<file path="config.mk">
export PLATFORM = sky130hd
export DESIGN_NAME = pack_frame_ctrl
export DESIGN_NICKNAME = d
export VERILOG_FILES = /design/src/rtl/pack_frame_ctrl.sv
export SDC_FILE = /design/constraint.sdc
export NUM_CORES = 1
export LEC_CHECK = 0
export CAP_MARGIN = 10
export CORE_MARGIN = 8
export CORE_UTILIZATION = 40
export DETAILED_ROUTE_END_ITERATION = 7
export GPL_ROUTABILITY_DRIVEN = 0
export HOLD_SLACK_MARGIN = 0.1
export SLEW_MARGIN = 20
export SYNTH_ARGS = -nofsm -noshare
export SYNTH_HDL_FRONTEND = slang
export SYNTH_SLANG_ARGS = --single-unit
</file>
<file path="constraint.sdc">
create_clock -name i_clk -period 4.6 [get_ports i_clk]
set_input_delay 1.15 -clock i_clk [delete_from_list [all_inputs] [get_ports i_clk]]
set_output_delay 1.15 -clock i_clk [all_outputs]
set_load 0.005 [all_outputs]
</file>
<file path="src/rtl/pack_frame_ctrl.sv">
// ============================================================================
// Module   : pack_frame_ctrl
// Brief    : Ping-pong packet memory sequencer: byte write addressing with
//            preamble skip, bit read addressing with SOP/EOP and idle gap.
//            Optional statistics counters enabled by PACK_CTRL_STATS_EN.
// Revision : 1.0 - initial release
// ============================================================================
`default_nettype none

module pack_frame_ctrl #(
    parameter int SIZE_BIT_PACK  = 1976,
    parameter int SIZE_INPUT_BIT = 8,
    parameter int SIZE_PREAMBLE  = 32,
    parameter int GAP_CYCLES     = 16,
    localparam int LENGTH_INPUT     = SIZE_BIT_PACK / SIZE_INPUT_BIT,
    localparam int LENGTH_OUTPUT    = SIZE_BIT_PACK,
    localparam int SIZE_ADDR_INPUT  = $clog2(LENGTH_INPUT),
    localparam int SIZE_ADDR_OUTPUT = $clog2(LENGTH_OUTPUT)
) (
    input  logic                        i_clk,
    input  logic                        i_reset_n,
    input  logic                        i_valid_input,
    output logic                        o_ready,
    output logic                        o_wr_en,
    output logic [SIZE_ADDR_INPUT-1:0]  o_wr_addr,
    output logic                        o_wr_bank,
    input  logic                        i_ready_output,
    output logic                        o_valid,
    output logic [SIZE_ADDR_OUTPUT-1:0] o_rd_addr,
    output logic                        o_rd_bank,
`ifdef PACK_CTRL_STATS_EN
    output logic [15:0]                 o_pack_cnt,
    output logic [15:0]                 o_stall_cnt,
`endif
    output logic                        o_sop,
    output logic                        o_eop
);

    localparam int ADDR_FIRST_WRITE = SIZE_PREAMBLE / SIZE_INPUT_BIT;
    localparam int GAP_W            = (GAP_CYCLES > 1) ? $clog2(GAP_CYCLES) : 1;

    localparam logic [SIZE_ADDR_INPUT-1:0]  c_wr_first = SIZE_ADDR_INPUT'(ADDR_FIRST_WRITE);
    localparam logic [SIZE_ADDR_INPUT-1:0]  c_wr_last  = SIZE_ADDR_INPUT'(LENGTH_INPUT - 1);
    localparam logic [SIZE_ADDR_OUTPUT-1:0] c_rd_last  = SIZE_ADDR_OUTPUT'(LENGTH_OUTPUT - 1);
    localparam logic [GAP_W-1:0]            c_gap_last =
        GAP_W'((GAP_CYCLES > 0) ? GAP_CYCLES - 1 : 0);

    typedef enum logic [1:0] {
        ST_IDLE = 2'd0,
        ST_SEND = 2'd1,
        ST_GAP  = 2'd2
    } state_t;

    state_t                      r_state;
    state_t                      w_state_next;
    logic [SIZE_ADDR_INPUT-1:0]  r_wr_addr;
    logic                        r_wr_bank;
    logic [SIZE_ADDR_OUTPUT-1:0] r_rd_addr;
    logic [SIZE_ADDR_OUTPUT-1:0] w_rd_addr_next;
    logic                        r_rd_bank;
    logic [1:0]                  r_full;
    logic [1:0]                  w_full_next;
    logic [GAP_W-1:0]            r_gap_cnt;
    logic [GAP_W-1:0]            w_gap_next;
    logic                        w_ready;
    logic                        w_wr_en;
    logic                        w_wr_done;
    logic                        w_rd_done;
    logic                        w_valid;

    // Write side: a bank stays locked until the reader has drained it.
    assign w_ready   = ~r_full[r_wr_bank];
    assign w_wr_en   = i_valid_input & w_ready;
    assign w_wr_done = w_wr_en & (r_wr_addr == c_wr_last);

    always_ff @(posedge i_clk or negedge i_reset_n) begin
        if (!i_reset_n) begin
            r_wr_addr <= c_wr_first;
            r_wr_bank <= 1'b0;
        end else if (w_wr_en) begin
            if (w_wr_done) begin
                r_wr_addr <= c_wr_first;
                r_wr_bank <= ~r_wr_bank;
            end else begin
                r_wr_addr <= r_wr_addr + 1'b1;
            end
        end
    end

    // Set and clear never address the same bank, so both apply together.
    always_comb begin
        w_full_next = r_full;
        if (w_wr_done) begin
            w_full_next[r_wr_bank] = 1'b1;
        end
        if (w_rd_done) begin
            w_full_next[r_rd_bank] = 1'b0;
        end
    end

    always_ff @(posedge i_clk or negedge i_reset_n) begin
        if (!i_reset_n) begin
            r_full <= 2'b00;
        end else begin
            r_full <= w_full_next;
        end
    end

    always_ff @(posedge i_clk or negedge i_reset_n) begin
        if (!i_reset_n) begin
            r_state <= ST_IDLE;
        end else begin
            r_state <= w_state_next;
        end
    end

    always_comb begin
        w_state_next   = r_state;
        w_rd_addr_next = r_rd_addr;
        w_gap_next     = r_gap_cnt;
        w_rd_done      = 1'b0;
        w_valid        = 1'b0;
        case (r_state)
            ST_IDLE: begin
                if (r_full[r_rd_bank]) begin
                    w_state_next   = ST_SEND;
                    w_rd_addr_next = '0;
                end
            end
            ST_SEND: begin
                w_valid = 1'b1;
                if (i_ready_output) begin
                    if (r_rd_addr == c_rd_last) begin
                        w_rd_done      = 1'b1;
                        w_rd_addr_next = '0;
                        w_gap_next     = '0;
                        w_state_next   = (GAP_CYCLES > 0) ? ST_GAP : ST_IDLE;
                    end else begin
                        w_rd_addr_next = r_rd_addr + 1'b1;
                    end
                end
            end
            ST_GAP: begin
                if (r_gap_cnt == c_gap_last) begin
                    w_state_next = ST_IDLE;
                end else begin
                    w_gap_next = r_gap_cnt + 1'b1;
                end
            end
            default: begin
                w_state_next = ST_IDLE;
            end
        endcase
    end

    always_ff @(posedge i_clk or negedge i_reset_n) begin
        if (!i_reset_n) begin
            r_rd_addr <= '0;
            r_rd_bank <= 1'b0;
            r_gap_cnt <= '0;
        end else begin
            r_rd_addr <= w_rd_addr_next;
            r_gap_cnt <= w_gap_next;
            if (w_rd_done) begin
                r_rd_bank <= ~r_rd_bank;
            end
        end
    end

`ifdef PACK_CTRL_STATS_EN
    logic [15:0] r_pack_cnt;
    logic [15:0] r_stall_cnt;

    always_ff @(posedge i_clk or negedge i_reset_n) begin
        if (!i_reset_n) begin
            r_pack_cnt  <= '0;
            r_stall_cnt <= '0;
        end else begin
            if (w_rd_done && (r_pack_cnt != 16'hFFFF)) begin
                r_pack_cnt <= r_pack_cnt + 1'b1;
            end
            if (i_valid_input && !w_ready && (r_stall_cnt != 16'hFFFF)) begin
                r_stall_cnt <= r_stall_cnt + 1'b1;
            end
        end
    end

    assign o_pack_cnt  = r_pack_cnt;
    assign o_stall_cnt = r_stall_cnt;
`endif

    assign o_ready   = w_ready;
    assign o_wr_en   = w_wr_en;
    assign o_wr_addr = r_wr_addr;
    assign o_wr_bank = r_wr_bank;
    assign o_valid   = w_valid;
    assign o_rd_addr = r_rd_addr;
    assign o_rd_bank = r_rd_bank;
    assign o_sop     = w_valid & (r_rd_addr == '0);
    assign o_eop     = w_valid & (r_rd_addr == c_rd_last);

endmodule

`default_nettype wire

</file>
# Yosys cells after proc, flatten, opt, wreduce, memory -nomap -nowiden
# Index checks and enable logic that the tools add are counted.
[classes]
n_eq_ne = 10
reduce_logical = 10
n_mux = 28
bitwise = 10
magnitude_cmp = 4
addsub = 3
[ops]
columns = ["operator", "n"]
rows = [
  ["11-bit two-way mux", 3],
  ["11-bit case mux with 2 select lines", 1],
  ["2-bit two-way mux", 6],
  ["4-bit two-way mux", 3],
  ["11-bit by 1-bit adder with 11-bit output (second input constant)", 1],
  ["11-bit == test (second input constant)", 1],
  ["11-bit logical NOT", 1],
  ["1-bit two-way mux", 10],
  ["2-bit != test (second input constant)", 5],
  ["8-bit by 1-bit adder with 8-bit output (second input constant)", 1],
  ["8-bit == test (second input constant)", 1],
  ["8-bit two-way mux", 1],
  ["4-bit case mux with 2 select lines", 1],
  ["4-bit AND reduction", 2],
  ["2-bit case mux with 3 select lines", 1],
  ["4-bit by 1-bit adder with 4-bit output (second input constant)", 1],
  ["1-bit AND", 4],
  ["4-bit == test (second input constant)", 1],
  ["1-bit by 2-bit less-than comparator with 1-bit output (second input constant)", 2],
  ["2-bit nonzero test", 2],
  ["1-bit inverter", 3],
  ["3-bit AND reduction", 1],
  ["2-bit AND", 1],
  ["1-bit demux with 1-bit select", 2],
  ["8 further kinds", 10],
]
[word_totals]
ff_bits = 29
output_inout_bits = 26

# Depth between registers and ports, before layout
# Gate-level depths: netlist of the first run.
[logic_depth]
depth_word = 8
mapped_depth = 6

# Least setup slack after synthesis of the first run
# OpenSTA, ideal clock, no wires.
[synth_path]
path_kind = "input-to-output"
from = "in i_valid_input"
to = "out o_wr_en"
n_path_buf = 1
stages = 3
arrival_time_ns = 1.566
required_time_ns = 3.450
path_slack_ns = 1.884
cell_sequence = "buf_1 -> nand2_1 -> inv_1"
[synth_via]
elab_chain_len = 1
[synth_rtl]
columns = ["element", "line_no", "rtl"]
rows = [
  ["start, declared", "22", "input logic i_valid_input,"],
  ["1-bit AND", "73", "assign w_wr_en = i_valid_input & w_ready;"],
  ["end, declared", "24", "output logic o_wr_en,"],
]
# No other way between the ends.

# Final worst setup path of the first run
# Same ends and word-level chain as after synthesis.

==> flow_summary.json, run 1 <==
{
  "status": "complete, no violations",
  "layout_common_cells": "clkdlybuf4s50_1, dfrtp_1, nand2_1",
  "powerDensity_nw_per_um2": 294.4,
  "wl_met2_um": 1908,
  "fin_skew_ns": 0.009493,
  "rows": 23,
  "intPower_mw": 0.4562,
  "synthTopCellsByArea": "dfrtp_1, ha_1, nand2_1",
  "post-route-period-util": 0.7934,
  "first_global_vias": 1460,
  "ir_worst_vdd_mv": 0.1628,
  "antenna_found_initial": 0,
  "drv_cap": 0,
  "path_buf_inv": 3,
  "synth_warnings": 0,
  "die_y_um": 81.30,
  "dpl.hpwl_um": 2976,
  "insertion_delay_ns": 0.28,
  "final_area_um2": 2128,
  "cts.sinks": 29,
  "die_area_um2": 6609,
  "diodes": 0,
  "wl_met1_um": 1825,
  "floorplan.initialDensity": 0.4203,
  "cp-startpoint": "i_valid_input",
  "maxSlewViolCount": 0,
  "synth_ff_type": "dfrtp_1",
  "synth_edf_count": 0,
  "drive_above_1_share": 0.1095,
  "cp-end-kind": "output pin",
  "wl_um": 4005,
  "critical_path_class": "in -> out",
  "slowest_stage": "clkdlybuf4s50_1",
  "drtIter0Drc": 64,
  "setup_viol": 0,
  "core_area_um2": 4058,
  "grt_usage": 0.1338,
  "dr.max_layer_used": "met4",
  "vias": 1414,
  "crit_family": "buffers and inverters",
  "nets": 210,
  "grt_setup_unrepaired": "no",
  "r2r_cells": 4,
  "layout_commonest_cell": "clkdlybuf4s50_1",
  "grt_max_degree": 30,
  "regToRegSetupSlack_ns": 2.76,
  "crit_cells": 4,
  "dr_wl_met3_um": 228,
  "synth_top_cell_area_share": 0.4109,
  "p_clk_frac": 0.341,
  "cp-endpoint": "o_wr_en",
  "cpPeakStageDelay_ns": 0.62,
  "placed_area_um2": 2042,
  "cp_common_cell": "clkdlybuf4s50_1",
  "n_fill_cell": 362,
  "grt_pass1_wl_um": 6837,
  "synth-seq-area-share": 0.4263,
  "portBuffers": 29,
  "post-route-drc-count": 0,
  "async_flop_share": 1.000,
  "chipWidth_um": 81.30,
  "yosys.area.top_type": "dfrtp_1",
  "gr-total-overflow": 0,
  "clk_pin_slew_ns": 0.06,
  "syn_to_final_growth_pct": 24.80,
  "cts_tree": "done",
  "clockBufferDepth": 2,
  "vias_per_cell": 5.633,
  "p_leak_nw": 0.8420,
  "cp_data_arrival_time_ns": 2.50,
  "postCtsSetupBuffers": 0,
  "required_ns": 3.45,
  "cts_hold_buf": 0,
  "io_pins": 30,
  "wire_per_inst_um": 15.96,
  "htreeDepth": 2,
  "finalHoldViolCount": 0,
  "start_kind": "input port",
  "period_minus_slack_ns": 3.650,
  "hp-class": "reg -> reg",
  "antenna_left": 0,
  "combPwrFrac": 0.158,
  "syn_nets": 177,
  "critPathMaxFanout": 8,
  "cts_root_buf": "clkbuf_8",
  "timing.rr.end": "o_rd_addr[3]",
  "netlist_instances": 168,
  "synth.distinct_cells": 51,
  "synth-seq-cells": 29,
  "syn_avg_cell_area_um2": 10.15,
  "worstMarginPinSlew_ns": 0.4659,
  "final.setup.tns_ns": 0,
  "syn_area_um2": 1705,
  "seqPwrFrac": 0.501,
  "crit_chain": "clkdlybuf4s50_1 > nand2_1 > inv_1 > clkdlybuf4s50_1",
  "swShare": 0.2719,
  "numCtsBuffers": 5,
  "dr.pass1.iters": 4,
  "power_switching_mw": 0.1704,
  "cts_resized": 0,
  "max_slew_margin": 0.6833,
  "timing.rr.start": "o_rd_addr[6]",
  "fmax_ghz": 0.2740
}
-- per-stage QoR --
step                      setup WS [ns]  power [mW]  utilization  std cells  hold WS [ns]
after floorplan                   1.884      0.3485            -        168        0.4787
after global placement           0.9967      0.4151       0.5032        244        0.4938
after detailed placement         0.9635      0.4185       0.5032        244        0.5065
after CTS                        0.9518      0.6358       0.5245        251        0.5151
after global routing             0.8688      0.6657       0.5245        251        0.5254
final                            0.9505      0.6266       0.5245        251        0.5064
-- layout make-up --
class,instances,area (µm²),area share
Clock buffer,7,86.33,0.04056
Inverter,11,41.29,0.01940
Multi-Input combinational cell,124,913.4,0.4292
Sequential cell,29,726.9,0.3416
Tap cell,50,62.56,0.02939
Timing Repair Buffer,30,297.8,0.1399
-- power groups by stage --
stage          Combinational (mW)  Sequential, mW  Clock [mW]
2_1_floorplan              0.0375           0.311           0
4_1_cts                     0.101           0.315       0.219
3_3_place_gp               0.0989           0.316           0
3_5_place_dp                0.101           0.318           0
5_1_grt                     0.112           0.320       0.234
6_report                   0.0988           0.314       0.214
-- worst min-delay path by stage --
stage / from / endpoint / slack [ns] / depth (start not counted)
3_3_place_gp: r_gap_cnt[0] / r_gap_cnt[0] / 0.49 / 1
6_report: r_gap_cnt[0] / r_gap_cnt[0] / 0.51 / 1
2_1_floorplan: r_gap_cnt[0] / r_gap_cnt[0] / 0.48 / 1
4_1_cts: r_gap_cnt[0] / r_gap_cnt[0] / 0.52 / 1
3_5_place_dp: r_gap_cnt[0] / r_gap_cnt[0] / 0.51 / 1
5_1_grt: r_gap_cnt[0] / r_gap_cnt[0] / 0.53 / 1
-- metal layers --
metal | track usage | up-vias
li1 | - | 684
met1 | 0.1539 | 697
met2 | 0.2196 | 27
met3 | 0.03974 | 6
met4 | 0.06964 | 0
met5 | 0 | -
-- cell usage after synthesis (all sizes together) (4+ instances only) --
master	instances
nand3	8
o21ai	10
nand2	14
mux2i	4
xor2	5
nor2	8
nand4	8
inv	11
ha	5
nor3	5
a21oi	10
dfrtp	28
-- kinds of logic after synthesis --
kind of cell | synth area share
and+or+nand+nor | 0.2458
muxes | 0.04108
DFF | 0.4263
AOI/OAI and AO/OA | 0.1710
xor gates and xnor gates | 0.04109
adders and majority gates | 0.03668
buffers and inverters | 0.03814
-- worst reg2reg max path, stage by stage, from the launching register on --
cell     delay [ns]
dfrtp_1        0.45
or2_2          0.38
or4_4          0.53
a21oi_4        0.27
a21oi_1        0.08
-- flip-flops by register name, indices dropped and copies added, names as in the netlist --
register   cells
o_rd_addr     11
o_rd_bank      1
o_wr_addr      8
o_wr_bank      1
r_full         2
r_gap_cnt      4
r_state        2
No activity file was read; power rests on OpenSTA's default activity.
==> run 2: changes to the inputs <==
Settings changed: PLACE_DENSITY set to 0.66.
Clock period 4.6 ns to 3 ns, I/O delays scaled along.
==> flow_summary.json, run 2 (synthesis gave the netlist of run 1 again) <==
{
  "post-route-drc-count": 0,
  "r2r_cells": 5,
  "first_global_vias": 1556,
  "grt_setup_unrepaired": "no",
  "cts_root_buf": "clkbuf_8",
  "chipWidth_um": 81.30,
  "hp-class": "reg -> reg",
  "cts_tree": "done",
  "clockBufferDepth": 2,
  "syn_to_final_growth_pct": 29.35,
  "powerDensity_nw_per_um2": 428.7,
  "post-route-period-util": 0.9720,
  "timing.rr.end": "o_wr_addr[0]",
  "max_slew_margin": 0.7168,
  "drtIter0Drc": 102,
  "wire_per_inst_um": 16.31,
  "finalHoldViolCount": 0,
  "seqPwrFrac": 0.506,
  "maxSlewViolCount": 0,
  "diodes": 0,
  "p_leak_nw": 0.8733,
  "core_area_um2": 4058,
  "placed_cells": 248,
  "required_ns": 2.25,
  "start_kind": "flop",
  "io_pins": 30,
  "min_to": "r_gap_cnt[0]",
  "p_clk_frac": 0.336,
  "insertion_delay_ns": 0.28,
  "clk_pin_slew_ns": 0.06,
  "gr-total-overflow": 0,
  "die_y_um": 81.30,
  "numCtsBuffers": 5,
  "worstMarginPinSlew_ns": 0.4248,
  "htreeDepth": 2,
  "largest_register_ffs": 11,
  "grt_pass1_wl_um": 7286,
  "nets": 217,
  "vias": 1461,
  "die_area_um2": 6609,
  "ir_worst_vdd_mv": 0.2786,
  "whs_path_depth": 1,
  "critical_path_class": "reg -> out",
  "rows": 23,
  "cts.sinks": 29,
  "timing.rr.start": "o_wr_addr[0]",
  "swShare": 0.2601,
  "dpl.hpwl_um": 3107,
  "dr.pass1.iters": 4,
  "cts_hold_buf": 0,
  "grt_usage": 0.1423,
  "combPwrFrac": 0.158,
  "wl_um": 4209,
  "fmax_ghz": 0.3429,
  "setup_viol": 0,
  "layout_commonest_cell": "clkdlybuf4s50_1",
  "antenna_left": 0,
  "portBuffers": 29,
  "critPathMaxFanout": 7,
  "vias_per_cell": 5.663,
  "status": "complete, no violations",
  "min_from": "r_gap_cnt[0]",
  "layout_common_cells": "clkdlybuf4s50_1, dfrtp_1, nand2_1",
  "cp-startpoint": "o_rd_addr[6]",
  "intPower_mw": 0.6998,
  "cp_data_arrival_time_ns": 2.17,
  "cp-end-kind": "output pin",
  "final.setup.tns_ns": 0,
  "regToRegSetupSlack_ns": 1.18,
  "drive_above_1_share": 0.1731,
  "floorplan.initialDensity": 0.4203,
  "period_minus_slack_ns": 2.916,
  "drv_cap": 0,
  "fin_skew_ns": 0.006306,
  "power_switching_mw": 0.2460,
  "antenna_found_initial": 0,
  "n_fill_cell": 349,
  "layoutNonFillerInstCount": 258,
  "grt_max_degree": 30
}
run 2: critical path, stage by stage (launching register included):
cell and delay, ns:
dfrtp_2 0.44, or2_4 0.30, or4_4 0.52, nor2_1 0.12
clkdlybuf4s50_1 0.51
run 2: power groups by stage:
stage / clock, mW / sequential [mW] / combinational, mW
2_1_floorplan: 0 / 0.477 / 0.0575
3_3_place_gp: 0 / 0.485 / 0.150
3_5_place_dp: 0 / 0.481 / 0.153
4_1_cts: 0.329 / 0.478 / 0.153
5_1_grt: 0.346 / 0.488 / 0.170
6_report: 0.318 / 0.479 / 0.149
run 2: area by class of cell:
class,count,area [µm²],area share
Clock buffer,7,86.33,0.03914
Inverter,11,41.29,0.01872
Multi-Input combinational cell,124,933.4,0.4231
Sequential cell,29,733.2,0.3324
Tap cell,50,62.56,0.02836
Timing Repair Buffer,37,349.1,0.1583
run 2: routing by layer:
layer	vias to the layer above	GRT usage	share of wire
li1	698	-	-
met1	703	0.1575	0.42
met2	50	0.2283	0.47
met3	10	0.05629	0.075
met4	0	0.08036	0.027
met5	-	0	0
run 2: metrics by stage:
step	total power, mW	hold slack, ns	cell area (µm²)	setup slack [ns]	utilization
6_report	0.9457	0.5148	2206	0.08411	0.5436
5_1_grt	1.004	0.5521	2206	0.01993	0.5436
4_1_cts	0.9600	0.5212	2190	0.003528	0.5396
3_5_place_dp	0.6347	0.5136	2072	0.2149	0.5106
3_3_place_gp	0.6353	0.4866	2072	0.3126	0.5106
2_1_floorplan	0.5343	0.4544	1705	0.8376	-
run 2: worst max-delay path by stage:
stage	end	slack, ns
3_5_place_dp	o_sop	0.21
5_1_grt	o_eop	0.02
2_1_floorplan	o_sop	0.84
3_3_place_gp	o_sop	0.31
4_1_cts	o_eop	0.004
6_report	o_eop	0.08
run 2: repair_timing:
action,CTS,global route
endpoints found under the setup margin,2,1
resized for setup,4,6
buffers inserted,3,0
==> run 3: changes to the inputs <==
Settings changed: CAP_MARGIN 10 to 25.
==> results of run 3 <==
Final layout, timing and power as in run 2 (identical DEF).
